===== src/rtl/display_scan_scheduler_pkg.sv =====
// Shared types and constants for the seven-segment scan scheduler.
package display_scan_scheduler_pkg;

    localparam int NUM_DIGITS = 8;
    localparam int DIGIT_W    = 3;

    localparam logic [NUM_DIGITS-1:0] MASK_RST   = 8'hFF;
    localparam logic [3:0]            BRIGHT_RST = 4'hF;
    localparam logic [DIGIT_W-1:0]    LAST_DIGIT = 3'd7;

    typedef enum logic {
        IDLE = 1'b0,
        SCAN = 1'b1
    } scan_state_t;

    typedef struct packed {
        logic [NUM_DIGITS-1:0] mask;
        logic [3:0]            bright;
    } scan_cfg_t;

    // Active-low anode pattern with only the selected digit driven.
    function automatic logic [NUM_DIGITS-1:0] anode_select(input logic [DIGIT_W-1:0] idx);
        logic [NUM_DIGITS-1:0] pattern;
        pattern      = '1;
        pattern[idx] = 1'b0;
        return pattern;
    endfunction

endpackage


===== src/rtl/display_scan_scheduler_if.sv =====
// Configuration and display-side signals of the scan scheduler.
interface display_scan_scheduler_if;
    import display_scan_scheduler_pkg::*;

    logic                  enable;
    logic [NUM_DIGITS-1:0] cfg_mask;
    logic [3:0]            cfg_bright;
    logic                  cfg_load;
    logic                  cfg_ack;
    logic [NUM_DIGITS-1:0] anode;
    logic [DIGIT_W-1:0]    seq_sel;
    logic                  frame_start;

    modport master (
        output enable, cfg_mask, cfg_bright, cfg_load,
        input  cfg_ack, anode, seq_sel, frame_start
    );

    modport slave (
        input  enable, cfg_mask, cfg_bright, cfg_load,
        output cfg_ack, anode, seq_sel, frame_start
    );

endinterface


===== src/rtl/display_scan_scheduler_next_digit_finder.sv =====
// Finds the next enabled digit after cur_idx, searching upward and wrapping 7 to 0.
// wrap is set when the found digit is at or below cur_idx; it stays 0 for an empty mask.
module display_scan_scheduler_next_digit_finder
    import display_scan_scheduler_pkg::*;
(
    input  logic [DIGIT_W-1:0]    cur_idx,
    input  logic [NUM_DIGITS-1:0] mask,
    output logic [DIGIT_W-1:0]    next_idx,
    output logic                  wrap
);

    logic [DIGIT_W-1:0] cand;

    // Walk from the farthest offset inward so the nearest enabled digit wins.
    always_comb begin
        next_idx = cur_idx;
        wrap     = 1'b0;
        cand     = cur_idx;
        for (int off = NUM_DIGITS; off >= 1; off--) begin
            cand = cur_idx + DIGIT_W'(off);
            if (mask[cand]) begin
                next_idx = cand;
                wrap     = (cand <= cur_idx);
            end
        end
    end

endmodule


===== src/rtl/display_scan_scheduler.sv =====
// Frame-synchronous scan scheduler for the 8-digit seven-segment display:
// dwell timing, digit sequencing, brightness PWM and double-buffered configuration.
module display_scan_scheduler
    import display_scan_scheduler_pkg::*;
#(
    parameter int DWELL_CYCLES = 100000,
    parameter int CNT_W        = 17
) (
    input  logic                    clk,
    input  logic                    reset,
    display_scan_scheduler_if.slave scan_bus
);

    localparam logic [CNT_W-1:0] DWELL_LAST = CNT_W'(DWELL_CYCLES - 1);
    localparam logic [CNT_W+3:0] STEP       = (CNT_W+4)'(DWELL_CYCLES / 16);

    scan_state_t           state;
    scan_state_t           state_next;
    scan_cfg_t             active_cfg;
    scan_cfg_t             shadow_cfg;
    scan_cfg_t             active_next;
    logic                  cfg_pending;
    logic [CNT_W-1:0]      dwell_cnt;
    logic [CNT_W-1:0]      dwell_next;
    logic [DIGIT_W-1:0]    digit;
    logic [DIGIT_W-1:0]    digit_next;
    logic [NUM_DIGITS-1:0] anode_q;
    logic [NUM_DIGITS-1:0] anode_d;
    logic                  frame_start_q;
    logic                  frame_start_d;
    logic                  cfg_ack_q;
    logic                  cfg_ack_d;

    logic [DIGIT_W-1:0]    scan_idx;
    logic                  scan_wrap;
    logic [DIGIT_W-1:0]    entry_idx;
    logic                  entry_found;
    logic                  dwell_end;
    logic                  boundary;
    logic                  apply_cfg;
    logic [CNT_W+3:0]      on_time;
    logic                  pwm_on;

    display_scan_scheduler_next_digit_finder u_scan_finder (
        .cur_idx  (digit),
        .mask     (active_cfg.mask),
        .next_idx (scan_idx),
        .wrap     (scan_wrap)
    );

    // Starting from the last digit yields the lowest enabled digit of the mask
    // that will be active after this edge; its wrap flag doubles as "mask non-empty".
    display_scan_scheduler_next_digit_finder u_entry_finder (
        .cur_idx  (LAST_DIGIT),
        .mask     (active_next.mask),
        .next_idx (entry_idx),
        .wrap     (entry_found)
    );

    assign dwell_end   = (dwell_cnt == DWELL_LAST);
    assign boundary    = (state == SCAN) && scan_bus.enable && dwell_end && scan_wrap;
    // A load landing on the apply cycle supersedes the pending value and waits for the next one.
    assign apply_cfg   = cfg_pending && !scan_bus.cfg_load && ((state == IDLE) || boundary);
    assign active_next = apply_cfg ? shadow_cfg : active_cfg;

    always_ff @(posedge clk or negedge reset) begin
        if (!reset) begin
            state <= IDLE;
        end else begin
            state <= state_next;
        end
    end

    always_comb begin
        state_next = state;
        case (state)
            IDLE: if (scan_bus.enable && (active_cfg.mask != '0) && !cfg_pending) state_next = SCAN;
            SCAN: if (!scan_bus.enable || (boundary && !entry_found)) state_next = IDLE;
        endcase
    end

    always_comb begin
        dwell_next = '0;
        digit_next = digit;
        if (state_next == SCAN) begin
            if (state == IDLE) begin
                digit_next = entry_idx;
            end else if (dwell_end) begin
                digit_next = boundary ? entry_idx : scan_idx;
            end else begin
                dwell_next = dwell_cnt + 1'b1;
            end
        end
    end

    assign on_time = {{CNT_W{1'b0}}, active_next.bright} * STEP;
    assign pwm_on  = (active_next.bright == 4'hF) || ({4'b0000, dwell_next} < on_time);

    always_comb begin
        anode_d       = '1;
        frame_start_d = 1'b0;
        cfg_ack_d     = apply_cfg;
        if (state_next == SCAN) begin
            frame_start_d = (state == IDLE) || boundary;
            if (pwm_on) anode_d = anode_select(digit_next);
        end
    end

    always_ff @(posedge clk or negedge reset) begin
        if (!reset) begin
            active_cfg    <= '{mask: MASK_RST, bright: BRIGHT_RST};
            shadow_cfg    <= '{mask: MASK_RST, bright: BRIGHT_RST};
            cfg_pending   <= 1'b0;
            dwell_cnt     <= '0;
            digit         <= '0;
            anode_q       <= '1;
            frame_start_q <= 1'b0;
            cfg_ack_q     <= 1'b0;
        end else begin
            active_cfg    <= active_next;
            if (scan_bus.cfg_load) begin
                shadow_cfg <= '{mask: scan_bus.cfg_mask, bright: scan_bus.cfg_bright};
            end
            cfg_pending   <= scan_bus.cfg_load | (cfg_pending & ~apply_cfg);
            dwell_cnt     <= dwell_next;
            digit         <= digit_next;
            anode_q       <= anode_d;
            frame_start_q <= frame_start_d;
            cfg_ack_q     <= cfg_ack_d;
        end
    end

    assign scan_bus.anode       = anode_q;
    assign scan_bus.seq_sel     = digit;
    assign scan_bus.frame_start = frame_start_q;
    assign scan_bus.cfg_ack     = cfg_ack_q;

endmodule

===== src/flat_wrapper.sv =====
// flat-port wrapper written by rule: the top's interface ports become plain ports
module display_scan_scheduler_flat import display_scan_scheduler_pkg::*;
#(
    parameter int DWELL_CYCLES = 100000,
    parameter int CNT_W        = 17
)
  (clk, reset, scan_bus_enable, scan_bus_cfg_mask, scan_bus_cfg_bright, scan_bus_cfg_load, scan_bus_cfg_ack, scan_bus_anode, scan_bus_seq_sel, scan_bus_frame_start);
  display_scan_scheduler_if scan_bus_i ();
  input  logic clk;
  input  logic reset;
  input wire logic [$bits(scan_bus_i.enable)-1:0] scan_bus_enable;
  input wire logic [$bits(scan_bus_i.cfg_mask)-1:0] scan_bus_cfg_mask;
  input wire logic [$bits(scan_bus_i.cfg_bright)-1:0] scan_bus_cfg_bright;
  input wire logic [$bits(scan_bus_i.cfg_load)-1:0] scan_bus_cfg_load;
  output wire logic [$bits(scan_bus_i.cfg_ack)-1:0] scan_bus_cfg_ack;
  output wire logic [$bits(scan_bus_i.anode)-1:0] scan_bus_anode;
  output wire logic [$bits(scan_bus_i.seq_sel)-1:0] scan_bus_seq_sel;
  output wire logic [$bits(scan_bus_i.frame_start)-1:0] scan_bus_frame_start;
  assign scan_bus_i.enable = scan_bus_enable;
  assign scan_bus_i.cfg_mask = scan_bus_cfg_mask;
  assign scan_bus_i.cfg_bright = scan_bus_cfg_bright;
  assign scan_bus_i.cfg_load = scan_bus_cfg_load;
  assign scan_bus_cfg_ack = scan_bus_i.cfg_ack;
  assign scan_bus_anode = scan_bus_i.anode;
  assign scan_bus_seq_sel = scan_bus_i.seq_sel;
  assign scan_bus_frame_start = scan_bus_i.frame_start;
  display_scan_scheduler #(.DWELL_CYCLES(DWELL_CYCLES), .CNT_W(CNT_W)) u_core (.clk(clk), .reset(reset), .scan_bus(scan_bus_i));
endmodule

===== config.mk =====
export PLATFORM = sky130hd
export DESIGN_NAME = display_scan_scheduler_flat
export DESIGN_NICKNAME = d
export VERILOG_FILES = /design/src/rtl/display_scan_scheduler_pkg.sv /design/src/rtl/display_scan_scheduler_if.sv /design/src/rtl/display_scan_scheduler_next_digit_finder.sv /design/src/rtl/display_scan_scheduler.sv /design/src/flat_wrapper.sv
export SDC_FILE = /design/constraint.sdc
export NUM_CORES = 1
export LEC_CHECK = 0
export ABC_AREA = 1
export CORE_MARGIN = 1.5
export CORE_UTILIZATION = 40
export CTS_CLUSTER_DIAMETER = 60
export DETAILED_ROUTE_END_ITERATION = 10
export GPL_TIMING_DRIVEN = 0
export SYNTH_ARGS = -nofsm -noshare
export SYNTH_HDL_FRONTEND = slang
export SYNTH_SLANG_ARGS = --single-unit

===== constraint.sdc =====
create_clock -name clk -period 8.1 [get_ports clk]
set_clock_uncertainty 0.1 [all_clocks]
set_input_delay 2.43 -clock clk [delete_from_list [all_inputs] [get_ports clk]]
set_output_delay 2.43 -clock clk [all_outputs]
set_load 0.005 [all_outputs]

Word-level counts from Yosys, hierarchy flattened
Index checks and enable logic that the tools add are counted.
- add/subtract/negate cells: 8
- multiply operators: 1
- $lt $le $gt $ge: 19
- equal/unequal tests: 2
- mux-type cells: 62
- bitwise logic cells: 5
- reductions and logical operators: 17
- operators by type and width (cell ; count):
    17-bit 2-to-1 mux ; 3
    3-bit 2-to-1 mux ; 17
    3-bit by 4-bit less-than comparator with 1-bit output (second input constant) ; 9
    1-bit 2-to-1 mux ; 29
    1-bit binary-select mux with 3-bit select ; 8
    3-bit <= comparator ; 8
    17-bit by 1-bit adder with 17-bit output (second input constant) ; 1
    17-bit equality test (second input constant) ; 1
    17-bit less-than comparator ; 1
    4-bit by 12-bit multiplier with 16-bit output (second input constant) ; 1
    8-bit 2-to-1 mux ; 2
    3-bit adder (second input constant) ; 4
    12-bit 2-to-1 mux ; 1
    1-bit logical AND ; 9
    8-bit NOT ; 1
    8-bit nonzero test ; 1
    3-bit by 2-bit adder with 3-bit output (second input constant) ; 2
    4-bit equality test (second input constant) ; 1
    1-bit logical NOT ; 4
    3-bit by 1-bit adder with 3-bit output (second input constant) ; 1
    1-bit demux with 3-bit select ; 1
    3-bit by 1-bit >= comparator with 1-bit output (second input constant) ; 1
    1-bit logical OR ; 3
    1-bit NOT ; 2
    3 further kinds ; 3
- flip-flop bits (word level): 56
- output and inout bits: 13

Depth between registers and ports, before layout
- depth in word-level cells: 35
- mapped depth: 46
- mapped depth without buffers: 43

Modules after synthesis
Synthesis repeated with hierarchy kept, for this count alone.
- cells, all modules: 717
- area, all modules: 5076.1 um2
- by module, submodules not included (module ; instances ; cells each ; area each (um2)):
    display_scan_scheduler ; 1 ; 397 ; 3347.0
    display_scan_scheduler_next_digit_finder ; 2 ; 160 ; 864.6

Worst setup path before layout
No wires, ideal clock.
- path type: input -> register
- start: in scan_bus_cfg_load
- end: reg u_core.anode_q[1], in the netlist u_core.scan_bus.anode[1]
- arrival: 6.822 ns
- setup slack: 1.118 ns
- cell stages on the path: 26
- path buffers: 2
- cells stage by stage: clkbuf_1 > nor2_2 > nand2_4 > clkbuf_1 > o21ai_0 > ha_1 > xor2_1 > ha_1 > o21bai_1 > ha_1 > a21oi_1 > o21bai_1 > a21oi_1 > o21ai_0 > inv_1 > nor2_1 > nand3_1 > o21ai_0 > a31oi_1 > xor2_1 > ha_1 > nand4_1 > o221a_2 > nand2_2 > nand2_4 > nand2_1
- RTL lines (what ; line ; text):
    from (decl) ; flat_wrapper.sv:14 ; input wire logic [$bits(scan_bus_i.cfg_load)-1:0] scan_bus_cfg_load;
    to (signal assigned) ; display_scan_scheduler.sv:127 ; anode_q <= anode_d;
    to (decl) ; display_scan_scheduler.sv:27 ; logic [NUM_DIGITS-1:0] anode_q;

==> results_dict.tcl <==
set metrics [dict create \
    finalWirelength_um 9284 \
    final_cell_count_no_fill 743 \
    setup_viol 0 \
    internal_power_mw 0.7357 \
    hold_viol_final 0 \
    yosysTopAreaCellShare_pct 19.75 \
    nets 665 \
    grt_setup_unrepaired "no" \
    io_buffers 27 \
    grt_pass1_wl_um 16550 \
    place_inst 735 \
    switching_share_pct 48.55 \
    insertion_delay_ns 0.32 \
    ys_types 41 \
    ys_ff_latch 56 \
    vias_per_cell 4.910 \
    ant_nets 0 \
    start_util_pct 41.24 \
    criticalPathCategory "input port to flop" \
    fmax_ghz 0.1321 \
    status "finished clean" \
    p_per_area_nw_per_um2 297.0 \
    drv_slew 0 \
    post-route-util_pct 46.62 \
    synth_nets 630 \
    yosysTopAreaCell "dfstp_2" \
    synthCells 571 \
    htreeDepth 2 \
    ir_drop_uv 155.7 \
    setup-tns-final_ns 0 \
    max-slew-margin-rel_pct 45.98 \
    fin_crit_sh_pct 93.44 \
    endpoint_kind "flop" \
    drtIter0Drc 164 \
    avgRoutedWirePerCell_um 12.50 \
    dieWidth_um 106.2 \
    holdWs_ns 0.3881 \
    seqPwrFrac_pct 25.4 \
    cp_max_fo 10 \
    fin_crit_ns 7.569 \
    tightest_slew_ns 0.8049 \
    postSynthAreaPerCell_um2 7.457 \
    critPathMostFrequentCell "ha_1" \
    required_ns 8.27 \
    grt_pass1_vias 3674 \
    path_clk_slew_ns 0.10 \
    die_h_um 106.2 \
    async_flop_share_pct 100.0 \
    cts_resized 0 \
    num_antenna_cells 0 \
    power_switching_mw 0.6941 \
    register_area_um2 1441 \
    dpl_cell_area_um2 4713 \
    core-area_um2 10320 \
    ctsRootBufferMaster "clkbuf_8" \
    antenna_found_initial 0 \
    hold_path_class "flop to flop" \
    critPathArrivalTime_ns 7.74 \
    cts_setup_buffers 0 \
    cts_buffers 5 \
    multi_input_area_um2 2409 \
    synth_commonest_cells "nand2_1 (136), inv_1 (86), nand3_1 (45)" \
    crit_path_max_incr_delay_ns 0.53 \
    syn2layout_area_growth_pct 13.05 \
    drt_pass1_iterations 4 \
    clockBufferDepth 2 \
    grt_max_degree 36 \
    synth_most_common_cell "nand2_1" \
    vias 3648 \
    rows 37 \
    ys.flop_type "dfstp_2" \
    synth_edf_count 0 \
    yosysWarnings 0 \
    gr-total-overflow 0 \
    start_kind "input port" \
    n_fill_cell 1057 \
    cp_slowest_cell "clkdlybuf4s50_1" \
    comb_power_share_pct 62.9 \
    hold_buffers 0 \
    drive_gt1_share_pct 13.67 \
    leakagePower_nw 2.358 \
    cts_tree "built" \
    setup_ws_ns 0.5315 \
    drc_errors 0 \
    total_power_mw 1.430 \
    clock_sinks 56 \
    ys_top_cells_by_area "dfstp_2 (20%), dfrtp_1 (14%), ha_1 (13%)" \
    cap_violations 0 \
    yosysSeqAreaShare_pct 33.85 \
    pre_cts_ws_ns -0.07332 \
    grtUsageTotal_pct 18.01 \
    pin_count 29 \
    dieArea_um2 11270 \
    design_area_um2 4813 \
    syn_area_um2 4258 \
    hpwl_um 7587 \
    p_clk_share_pct 11.7 \
    gp_congestion 0.9154 \
]
==> layer usage <==
metal	GRT usage (%)	part of all wire [%]	up-vias
li1	-	-	1928
met1	23.71	50	1662
met2	31.20	47	47
met3	2.085	2.3	11
met4	4.923	1.1	0
met5	0	0	-
==> registers in the layout, indices dropped and copies added (netlist names) <==
signal and flops:
u_core.state 1, u_core.scan_bus.frame_start 1, u_core.scan_bus.anode 8, u_core.scan_bus.seq_sel 3
u_core.scan_bus.cfg_ack 1, u_core.cfg_pending 1, u_core.active_cfg 12, u_core.shadow_cfg 12
u_core.dwell_cnt 17
==> power by group through the flow <==
stage               sequential [mW]  combinational [mW]  clock [mW]
finish                        0.363               0.899       0.168
global route                  0.369                1.03       0.185
CTS                           0.364               0.898       0.175
detailed placement            0.369               0.891           0
global placement              0.368               0.881           0
floorplan                     0.361               0.685           0
==> cell type report <==
class                      count  share of cell area, %
inverter                      93                  7.252
tap                          136                  3.535
clock inverter                 2                 0.3639
multi-input combinational    412                  50.04
clock buffer                   6                  1.716
buffer                        10                  1.222
sequential                    56                  29.95
timing repair buffer          28                  5.927
==> cells by family after synthesis <==
kind of cell / synth area share (%)
simple gates: 28.42
xor+xnor: 3.908
compound gates: 11.14
fa+ha+maj: 12.64
mux: 0.4702
flops: 33.85
buf+inv: 9.580
==> worst paths after layout <==
kind	depth (start not counted)	from	slack, ns	end
setup / recovery	29	scan_bus_enable	0.53	u_core.scan_bus.anode[4]$_DFF_PN1_
hold / removal	1	u_core.dwell_cnt[0]$_DFF_PN0_	0.39	u_core.dwell_cnt[0]$_DFF_PN0_
setup reg to reg	41	u_core.scan_bus.seq_sel[1]$_DFF_PN0_	0.85	u_core.scan_bus.anode[4]$_DFF_PN1_
hold reg to reg	1	u_core.dwell_cnt[0]$_DFF_PN0_	0.39	u_core.dwell_cnt[0]$_DFF_PN0_
max in group asynchronous	2	reset	5.29	u_core.shadow_cfg[8]$_DFFE_PN1P_
min in group asynchronous	1	reset	1.98	u_core.dwell_cnt[14]$_DFF_PN0_
==> layout by cell type, fill, tap and decap left out, types with 24 or more instances in the layout <==
| cell | count |
|---|---|
| clkdlybuf4s50_1 | 26 |
| nand2_1 | 136 |
| nor2_1 | 41 |
| ha_1 | 43 |
| inv_1 | 86 |
| dfrtp_1 | 24 |
| dfstp_2 | 32 |
| a21oi_1 | 25 |
| nand3_1 | 45 |
| o21ai_0 | 27 |
==> worst max-delay path: cells and delay by family <==
family	cells	cell delay [ns]
AO/OA/AOI/OAI	9	2.01
adder cells (fa/ha/maj)	4	1.15
AND/OR/NAND/NOR	11	1.08
buffers and inverters	3	0.82
XOR/XNOR	2	0.25
(Power assumes the default switching activity.)
